### src/rtl/board_tx_seq_if.sv
// ---------------------------------------------------------------------------
// board_tx_seq_if : frame-control, board-read and UART-side signals of
// board_tx_seq.
//   i_start        1  request one board frame
//   o_busy         1  frame in progress
//   o_done         1  end-of-frame pulse
//   o_sq_addr      6  board square read address
//   i_sq_data      8  ASCII piece for the addressed square
//   i_cursor_pos   6  cursor square
//   i_cursor_show  1  cursor blink phase (1 = visible)
//   o_tx_data      8  byte to UART transmitter
//   o_tx_stb       1  transmit strobe
//   i_tx_busy      1  UART transmitter busy
// master: the environment (board RAM, UART, controller); slave: the sequencer.
// ---------------------------------------------------------------------------
interface board_tx_seq_if;
  logic       i_start;
  logic       o_busy;
  logic       o_done;
  logic [5:0] o_sq_addr;
  logic [7:0] i_sq_data;
  logic [5:0] i_cursor_pos;
  logic       i_cursor_show;
  logic [7:0] o_tx_data;
  logic       o_tx_stb;
  logic       i_tx_busy;

  modport master (
    output i_start, i_sq_data, i_cursor_pos, i_cursor_show, i_tx_busy,
    input  o_busy, o_done, o_sq_addr, o_tx_data, o_tx_stb
  );

  modport slave (
    input  i_start, i_sq_data, i_cursor_pos, i_cursor_show, i_tx_busy,
    output o_busy, o_done, o_sq_addr, o_tx_data, o_tx_stb
  );
endinterface

### src/rtl/board_tx_seq.sv
// ---------------------------------------------------------------------------
// board_tx_seq : streams an 8x8 ASCII board to a UART transmitter, one byte
// per strobe, rows separated by LF CR, with the cursor square shown as '@'
// while the latched blink phase is visible.
// Ports:
//   clk, rst   clock and synchronous active-high reset
//   bus        board_tx_seq_if.slave (frame control, board read, UART side)
// Build option:
//   BOARD_TX_HOME_EN  defined -> each frame is prefixed with ESC [ H
// ---------------------------------------------------------------------------
module board_tx_seq (
  input  logic           clk,
  input  logic           rst,
  board_tx_seq_if.slave  bus
);

`ifdef BOARD_TX_HOME_EN
  localparam int unsigned PFX_LEN = 3;
`else
  localparam int unsigned PFX_LEN = 0;
`endif
  localparam int unsigned FRAME_LEN = PFX_LEN + 78;
  localparam logic [6:0]  LAST_IDX  = 7'(FRAME_LEN - 1);

  typedef enum logic [2:0] {
    S_IDLE,
`ifdef BOARD_TX_HOME_EN
    S_PRE,
`endif
    S_FETCH,
    S_SEND,
    S_SETTLE,
    S_DRAIN
  } state_e;

  typedef enum logic [1:0] {K_SQ, K_LF, K_CR, K_PFX} kind_e;

  state_e     state_q;
  logic [6:0] cnt_q;       // byte index within the frame
  logic [5:0] sq_q;        // square index of the current/next square byte
  logic [5:0] cur_q;
  logic       show_q;
  logic       wait_q;      // second FETCH cycle: read data settling
  logic       busy_q;
  logic       done_q;
  logic       stb_q;
  logic [7:0] data_q;
  logic [5:0] addr_q;

  kind_e      kind_cur_c;
  kind_e      kind_nxt_c;
  logic [6:0] cnt_nxt_c;
  logic [7:0] tx_data_d;

  // Classify a frame byte index: prefix, square, LF or CR.
  function automatic kind_e byte_kind(input logic [6:0] idx);
    kind_e      k;
    logic [6:0] body;
    logic [3:0] col;
    k    = K_SQ;
    body = idx;
`ifdef BOARD_TX_HOME_EN
    if (idx < 7'd3) k = K_PFX;
    body = 7'(idx - 7'd3);
`endif
    col = 4'(body % 7'd10);
    if (k != K_PFX) begin
      if (col == 4'd8)      k = K_LF;
      else if (col == 4'd9) k = K_CR;
      else                  k = K_SQ;
    end
    return k;
  endfunction

  assign cnt_nxt_c  = 7'(cnt_q + 7'd1);
  assign kind_cur_c = byte_kind(cnt_q);
  assign kind_nxt_c = byte_kind(cnt_nxt_c);

  // Byte to transmit for the current index.
  always_comb begin
    tx_data_d = bus.i_sq_data;
    case (kind_cur_c)
      K_SQ:  if (show_q && (sq_q == cur_q)) tx_data_d = 8'h40;
      K_LF:  tx_data_d = 8'h0A;
      K_CR:  tx_data_d = 8'h0D;
      K_PFX: begin
`ifdef BOARD_TX_HOME_EN
        case (cnt_q[1:0])
          2'd0:    tx_data_d = 8'h1B;
          2'd1:    tx_data_d = 8'h5B;
          default: tx_data_d = 8'h48;
        endcase
`else
        tx_data_d = 8'h00;
`endif
      end
      default: tx_data_d = bus.i_sq_data;
    endcase
  end

  // Frame sequencer with registered outputs.
  always_ff @(posedge clk) begin
    if (rst) begin
      state_q <= S_IDLE;
      cnt_q   <= 7'd0;
      sq_q    <= 6'd0;
      cur_q   <= 6'd0;
      show_q  <= 1'b0;
      wait_q  <= 1'b0;
      busy_q  <= 1'b0;
      done_q  <= 1'b0;
      stb_q   <= 1'b0;
      data_q  <= 8'h00;
      addr_q  <= 6'd0;
    end else begin
      stb_q  <= 1'b0;
      done_q <= 1'b0;
      case (state_q)
        S_IDLE: begin
          if (bus.i_start) begin
            cur_q  <= bus.i_cursor_pos;
            show_q <= bus.i_cursor_show;
            cnt_q  <= 7'd0;
            sq_q   <= 6'd0;
            wait_q <= 1'b0;
            busy_q <= 1'b1;
`ifdef BOARD_TX_HOME_EN
            state_q <= S_PRE;
`else
            state_q <= S_FETCH;
`endif
          end
        end
`ifdef BOARD_TX_HOME_EN
        S_PRE: state_q <= S_SEND;
`endif
        // Address goes out in the first cycle; data is used once SEND strobes,
        // and the address is held so the read data stays stable meanwhile.
        S_FETCH: begin
          if (!wait_q) begin
            addr_q <= sq_q;
            wait_q <= 1'b1;
          end else begin
            wait_q  <= 1'b0;
            state_q <= S_SEND;
          end
        end
        S_SEND: begin
          if (!bus.i_tx_busy) begin
            data_q  <= tx_data_d;
            stb_q   <= 1'b1;
            state_q <= S_SETTLE;
          end
        end
        // One dead cycle so the UART can raise busy before the next byte.
        S_SETTLE: begin
          if ((kind_cur_c == K_SQ) && (sq_q != 6'd63)) sq_q <= 6'(sq_q + 6'd1);
          if (cnt_q == LAST_IDX) begin
            state_q <= S_DRAIN;
          end else begin
            cnt_q   <= cnt_nxt_c;
            state_q <= (kind_nxt_c == K_SQ) ? S_FETCH : S_SEND;
          end
        end
        S_DRAIN: begin
          if (!bus.i_tx_busy) begin
            busy_q  <= 1'b0;
            done_q  <= 1'b1;
            state_q <= S_IDLE;
          end
        end
        default: state_q <= S_IDLE;
      endcase
    end
  end

  assign bus.o_busy    = busy_q;
  assign bus.o_done    = done_q;
  assign bus.o_sq_addr = addr_q;
  assign bus.o_tx_data = data_q;
  assign bus.o_tx_stb  = stb_q;

endmodule

### src/flat_wrapper.sv
// flat-port wrapper written by rule: the top's interface ports become plain ports
module board_tx_seq_flat 
  (clk, rst, bus_i_start, bus_i_sq_data, bus_i_cursor_pos, bus_i_cursor_show, bus_i_tx_busy, bus_o_busy, bus_o_done, bus_o_sq_addr, bus_o_tx_data, bus_o_tx_stb);
  board_tx_seq_if bus_i ();
  input  logic clk;
  input  logic rst;
  input wire logic [$bits(bus_i.i_start)-1:0] bus_i_start;
  input wire logic [$bits(bus_i.i_sq_data)-1:0] bus_i_sq_data;
  input wire logic [$bits(bus_i.i_cursor_pos)-1:0] bus_i_cursor_pos;
  input wire logic [$bits(bus_i.i_cursor_show)-1:0] bus_i_cursor_show;
  input wire logic [$bits(bus_i.i_tx_busy)-1:0] bus_i_tx_busy;
  output wire logic [$bits(bus_i.o_busy)-1:0] bus_o_busy;
  output wire logic [$bits(bus_i.o_done)-1:0] bus_o_done;
  output wire logic [$bits(bus_i.o_sq_addr)-1:0] bus_o_sq_addr;
  output wire logic [$bits(bus_i.o_tx_data)-1:0] bus_o_tx_data;
  output wire logic [$bits(bus_i.o_tx_stb)-1:0] bus_o_tx_stb;
  assign bus_i.i_start = bus_i_start;
  assign bus_i.i_sq_data = bus_i_sq_data;
  assign bus_i.i_cursor_pos = bus_i_cursor_pos;
  assign bus_i.i_cursor_show = bus_i_cursor_show;
  assign bus_i.i_tx_busy = bus_i_tx_busy;
  assign bus_o_busy = bus_i.o_busy;
  assign bus_o_done = bus_i.o_done;
  assign bus_o_sq_addr = bus_i.o_sq_addr;
  assign bus_o_tx_data = bus_i.o_tx_data;
  assign bus_o_tx_stb = bus_i.o_tx_stb;
  board_tx_seq u_core (.clk(clk), .rst(rst), .bus(bus_i));
endmodule
### config.mk
export PLATFORM = sky130hd
export DESIGN_NAME = board_tx_seq_flat
export DESIGN_NICKNAME = d
export VERILOG_FILES = /design/src/rtl/board_tx_seq_if.sv /design/src/rtl/board_tx_seq.sv /design/src/flat_wrapper.sv
export SDC_FILE = /design/constraint.sdc
export NUM_CORES = 1
export LEC_CHECK = 0
export ABC_CLOCK_PERIOD_IN_PS = 4000
export CAP_MARGIN = 20
export CORE_ASPECT_RATIO = 1.25
export CORE_UTILIZATION = 44
export CTS_CLUSTER_SIZE = 40
export DETAILED_ROUTE_END_ITERATION = 10
export GPL_ROUTABILITY_DRIVEN = 0
export PLACE_DENSITY = 0.65
export SYNTH_ARGS = -nofsm -noshare
export SYNTH_HDL_FRONTEND = slang
export SYNTH_SLANG_ARGS = --single-unit
### constraint.sdc
create_clock -name clk -period 4 [get_ports clk]
set_input_delay 0.4 -clock clk [delete_from_list [all_inputs] [get_ports clk]]
set_output_delay 0.4 -clock clk [all_outputs]
set_load 0.005 [all_outputs]
==> reports/qor.json <==
{
  "cells_and_area": {
    "n_antenna_cell": 0,
    "final_util": 0.533,
    "area.growth.synth_to_final_pct": 17.4,
    "fillers": 673,
    "finish.net_count": 461,
    "drive_above_1_share": 0.0644
  },
  "placement": {
    "place_hpwl_um": 5650,
    "number_of_buffer_cells_added_on_primary_ports": 35
  },
  "status": {
    "outcome": "completed"
  },
  "die": {
    "dieWidth_um": 75.4,
    "fp-row-count": 33,
    "initial_utilization": 0.454,
    "die_y_um": 93.8,
    "die-area_um2": 7070,
    "core-area_um2": 6520,
    "ioPinCount": 36
  },
  "sta": {
    "max_freq_mhz": 284,
    "worstMarginPinSlew_ns": 0.853,
    "grt_setup_unrepaired": "no",
    "hold_violations": 0,
    "timing.max_slew.rel_slack": 0.427,
    "finalSetupViolations": 0,
    "setup_tns_ns": 0,
    "finalWorstPathRequiredPeriod_ns": 3.52,
    "final_min_period_over_clock_period": 0.881,
    "fin_skew_ns": 0.00697,
    "report.final.slew_viol_count": 0,
    "final.hold.worst_slack_ns": 0.467
  },
  "logic_synthesis": {
    "netlist-cell-type-count": 60,
    "ys_ff_latch": 41,
    "yosysMostFrequentCell": "sky130_fd_sc_hd__nand2_1",
    "synthCells": 412,
    "async_flop_share": 0,
    "yosys.area.top_type": "sky130_fd_sc_hd__dfxtp_1",
    "synth_nets": 439,
    "top_cells_by_count_synth": "51 x sky130_fd_sc_hd__nand2_1, 41 x sky130_fd_sc_hd__dfxtp_1, 41 x sky130_fd_sc_hd__nor2_1",
    "seq_area_frac_synth": 0.277,
    "synth_top_area_share": 0.277,
    "number_of_flops_mapped_to_enable_cells_by_yosys": 0,
    "synth_area_leaders": "sky130_fd_sc_hd__dfxtp_1 28%, sky130_fd_sc_hd__nand2_1 6.5%, sky130_fd_sc_hd__a21oi_1 6.1%",
    "synth_ff_type": "sky130_fd_sc_hd__dfxtp_1",
    "mappedNetlistArea_um2": 2960,
    "synth-warning-count": 0,
    "syn_area_per_cell_um2": 7.19
  },
  "setup_path": {
    "crit_arrival_ns": 3.76,
    "critical_path.endpoint_type": "flop",
    "rr_worst_depth": 12,
    "worstPathCellList": "inv_1, or3_1, a21oi_1, nor3_1, ha_1, or4b_1, a21o_1, a31o_1, or4_4, and2_4, a221o_1, a21oi_1",
    "worstReg2RegEnd": "u_core.bus.o_tx_data[1]",
    "critical-path-max-stage-delay_ns": 0.56,
    "critical_path_peak_fanout": 11,
    "timing.critical_path.required_ns": 4.24,
    "timing_worst_setup_path_type": "reg2reg",
    "r2r_slack_ns": 0.48,
    "cpMostUsedCell": "sky130_fd_sc_hd__a21oi_1",
    "timing.rr.start": "u_core.cnt_q[3]",
    "critical-path-slowest-cell": "sky130_fd_sc_hd__dfxtp_1",
    "cp-start-kind": "flop"
  },
  "cts": {
    "hold_buffers": 0,
    "cts_buffers": 5,
    "cts_setup_buffers": 0,
    "cts_htree_levels": 2,
    "numClockSinks": 41,
    "clock-root-buffer": "sky130_fd_sc_hd__clkbuf_8",
    "max-clock-path-buffers": 2,
    "worst_setup_hold_path_clk_slew_ns": 0.08,
    "clock_tree_from_tritoncts": "done",
    "insertion_delay_to_the_later_sink_of_the_worst_skew_pair_ns": 0.30,
    "post_cts_resized": 0
  },
  "global_routing": {
    "grt_max_degree": 30,
    "via_count_of_the_first_global_routing_pass": 2692,
    "grt_first_pass_wirelength_um": 12900,
    "antenna_found_initial": 0,
    "grt_overflow_total": 0,
    "grt_usage": 0.231
  },
  "route": {
    "antenna_violating_nets_post_route": 0,
    "initialDrtViolationCount": 239,
    "num_vias": 2976,
    "wirelength_um": 7730,
    "routedWlPerCell_um": 14.8,
    "residual_drc_count": 0,
    "avgViaCountPerCell": 5.70,
    "drt-pass1-iter-count": 4
  },
  "pwr": {
    "sequentialPowerShare": 0.532,
    "power_switching_w": 0.000205,
    "intPower_w": 0.000601,
    "power_per_cell_area_nw_per_um2": 232,
    "part_of_the_power_in_combinational_logic": 0.106,
    "static-leakage-power_nw": 1.24,
    "peakVddDrop_mv": 0.236,
    "p_clk_frac": 0.362,
    "design_power_total_w": 0.000806,
    "switching_share": 0.254
  },
  "min_path": {
    "hp-start": "u_core.show_q",
    "timing.hold.worst.class": "reg2reg",
    "hold_path_end": "u_core.show_q",
    "worstHoldPathCells": 2
  },
  "job": {
    "max-cap-violations": 0
  }
}
## sequential cells by signal (all words and copies together) (netlist names)
register,flops
u_core.bus.o_busy,1
u_core.state_q,3
u_core.bus.o_done,1
u_core.bus.o_sq_addr,6
u_core.cnt_q,7
u_core.show_q,1
u_core.sq_q,6
u_core.wait_q,1
u_core.bus.o_tx_data,8
u_core.cur_q,6
u_core.bus.o_tx_stb,1
## how the worst max path moves through the flow
stage                          startpoint                 endpoint  slack (ns)  cells past startpoint
after global routing      u_core.cnt_q[5]           u_core.sq_q[5]        0.05                     13
after floorplan           u_core.cnt_q[5]  u_core.bus.o_tx_data[1]        0.39                     16
after CTS                 u_core.cnt_q[3]           u_core.sq_q[3]        0.50                     12
final                     u_core.cnt_q[3]  u_core.bus.o_tx_data[1]        0.48                     12
after detailed placement  u_core.cnt_q[5]           u_core.sq_q[5]        0.52                     13
after global placement    u_core.cnt_q[6]  u_core.bus.o_tx_data[1]        0.56                     12
## cell type report
| class | instances | area, um^2 | share of cell area |
|---|---|---|---|
| tap | 87 | 109 | 0.0313 |
| clock inverter | 2 | 13.8 | 0.00396 |
| clock buffer | 6 | 82.6 | 0.0237 |
| timing repair buffer | 49 | 455 | 0.131 |
| inverter | 9 | 33.8 | 0.00971 |
| sequential | 41 | 821 | 0.236 |
| multi-input combinational | 328 | 1960 | 0.565 |
## routing by layer
metal | GRT usage | up-vias | share of wire | routed length, um
li1 | - | 1525 | - | -
met1 | 0.301 | 1387 | 0.45 | 3490
met2 | 0.390 | 53 | 0.50 | 3880
met3 | 0.0258 | 11 | 0.028 | 218
met4 | 0.0756 | 0 | 0.017 | 135
met5 | 0 | - | 0 | 0
## per-stage QoR
step                setup WS, ns  cells  area (um^2)
floorplan                  0.390    412         2960
global placement           0.562    514         3380
CTS                        0.503    522         3480
detailed placement         0.521    514         3380
global route              0.0495    522         3480
finish                     0.476    522         3480
## cell families after synthesis
kind of cell	count (synthesis)	synth area share
simple gates	188	0.316
fa+ha+maj	8	0.0338
compound gates	108	0.239
xor+xnor	15	0.0443
mux	9	0.0304
flops	41	0.277
buf+inv	43	0.0604
## worst max-delay path, delay by kind of cell (launching register included)
| family | cells | cell delay, ns |
|---|---|---|
| AND/OR/NAND/NOR | 5 | 1.55 |
| AO/OA/AOI/OAI | 5 | 1.01 |
| flip-flops | 1 | 0.56 |
| adder cells (fa/ha/maj) | 1 | 0.19 |
| buffers and inverters | 1 | 0.15 |
## cells in the final DEF (no fill, tap or decap), drive strengths merged, types with 10 or more instances in the layout
cell	n
o21ai	18
nor2	41
nor3	16
nand3	25
buf	14
nand2	51
a21oi	36
nor2b	10
dfxtp	41
clkdlybuf4s50	35
## power by group through the flow
stage                     clock [W]  sequential [W]  combinational, W
after global routing       0.000313        0.000431         0.0000953
final                      0.000291        0.000429         0.0000856
after floorplan                   0        0.000433         0.0000561
after global placement            0        0.000438         0.0000864
after CTS                  0.000299        0.000429         0.0000871
after detailed placement          0        0.000439         0.0000865
Note: power is estimated with default switching activity, not from simulation.
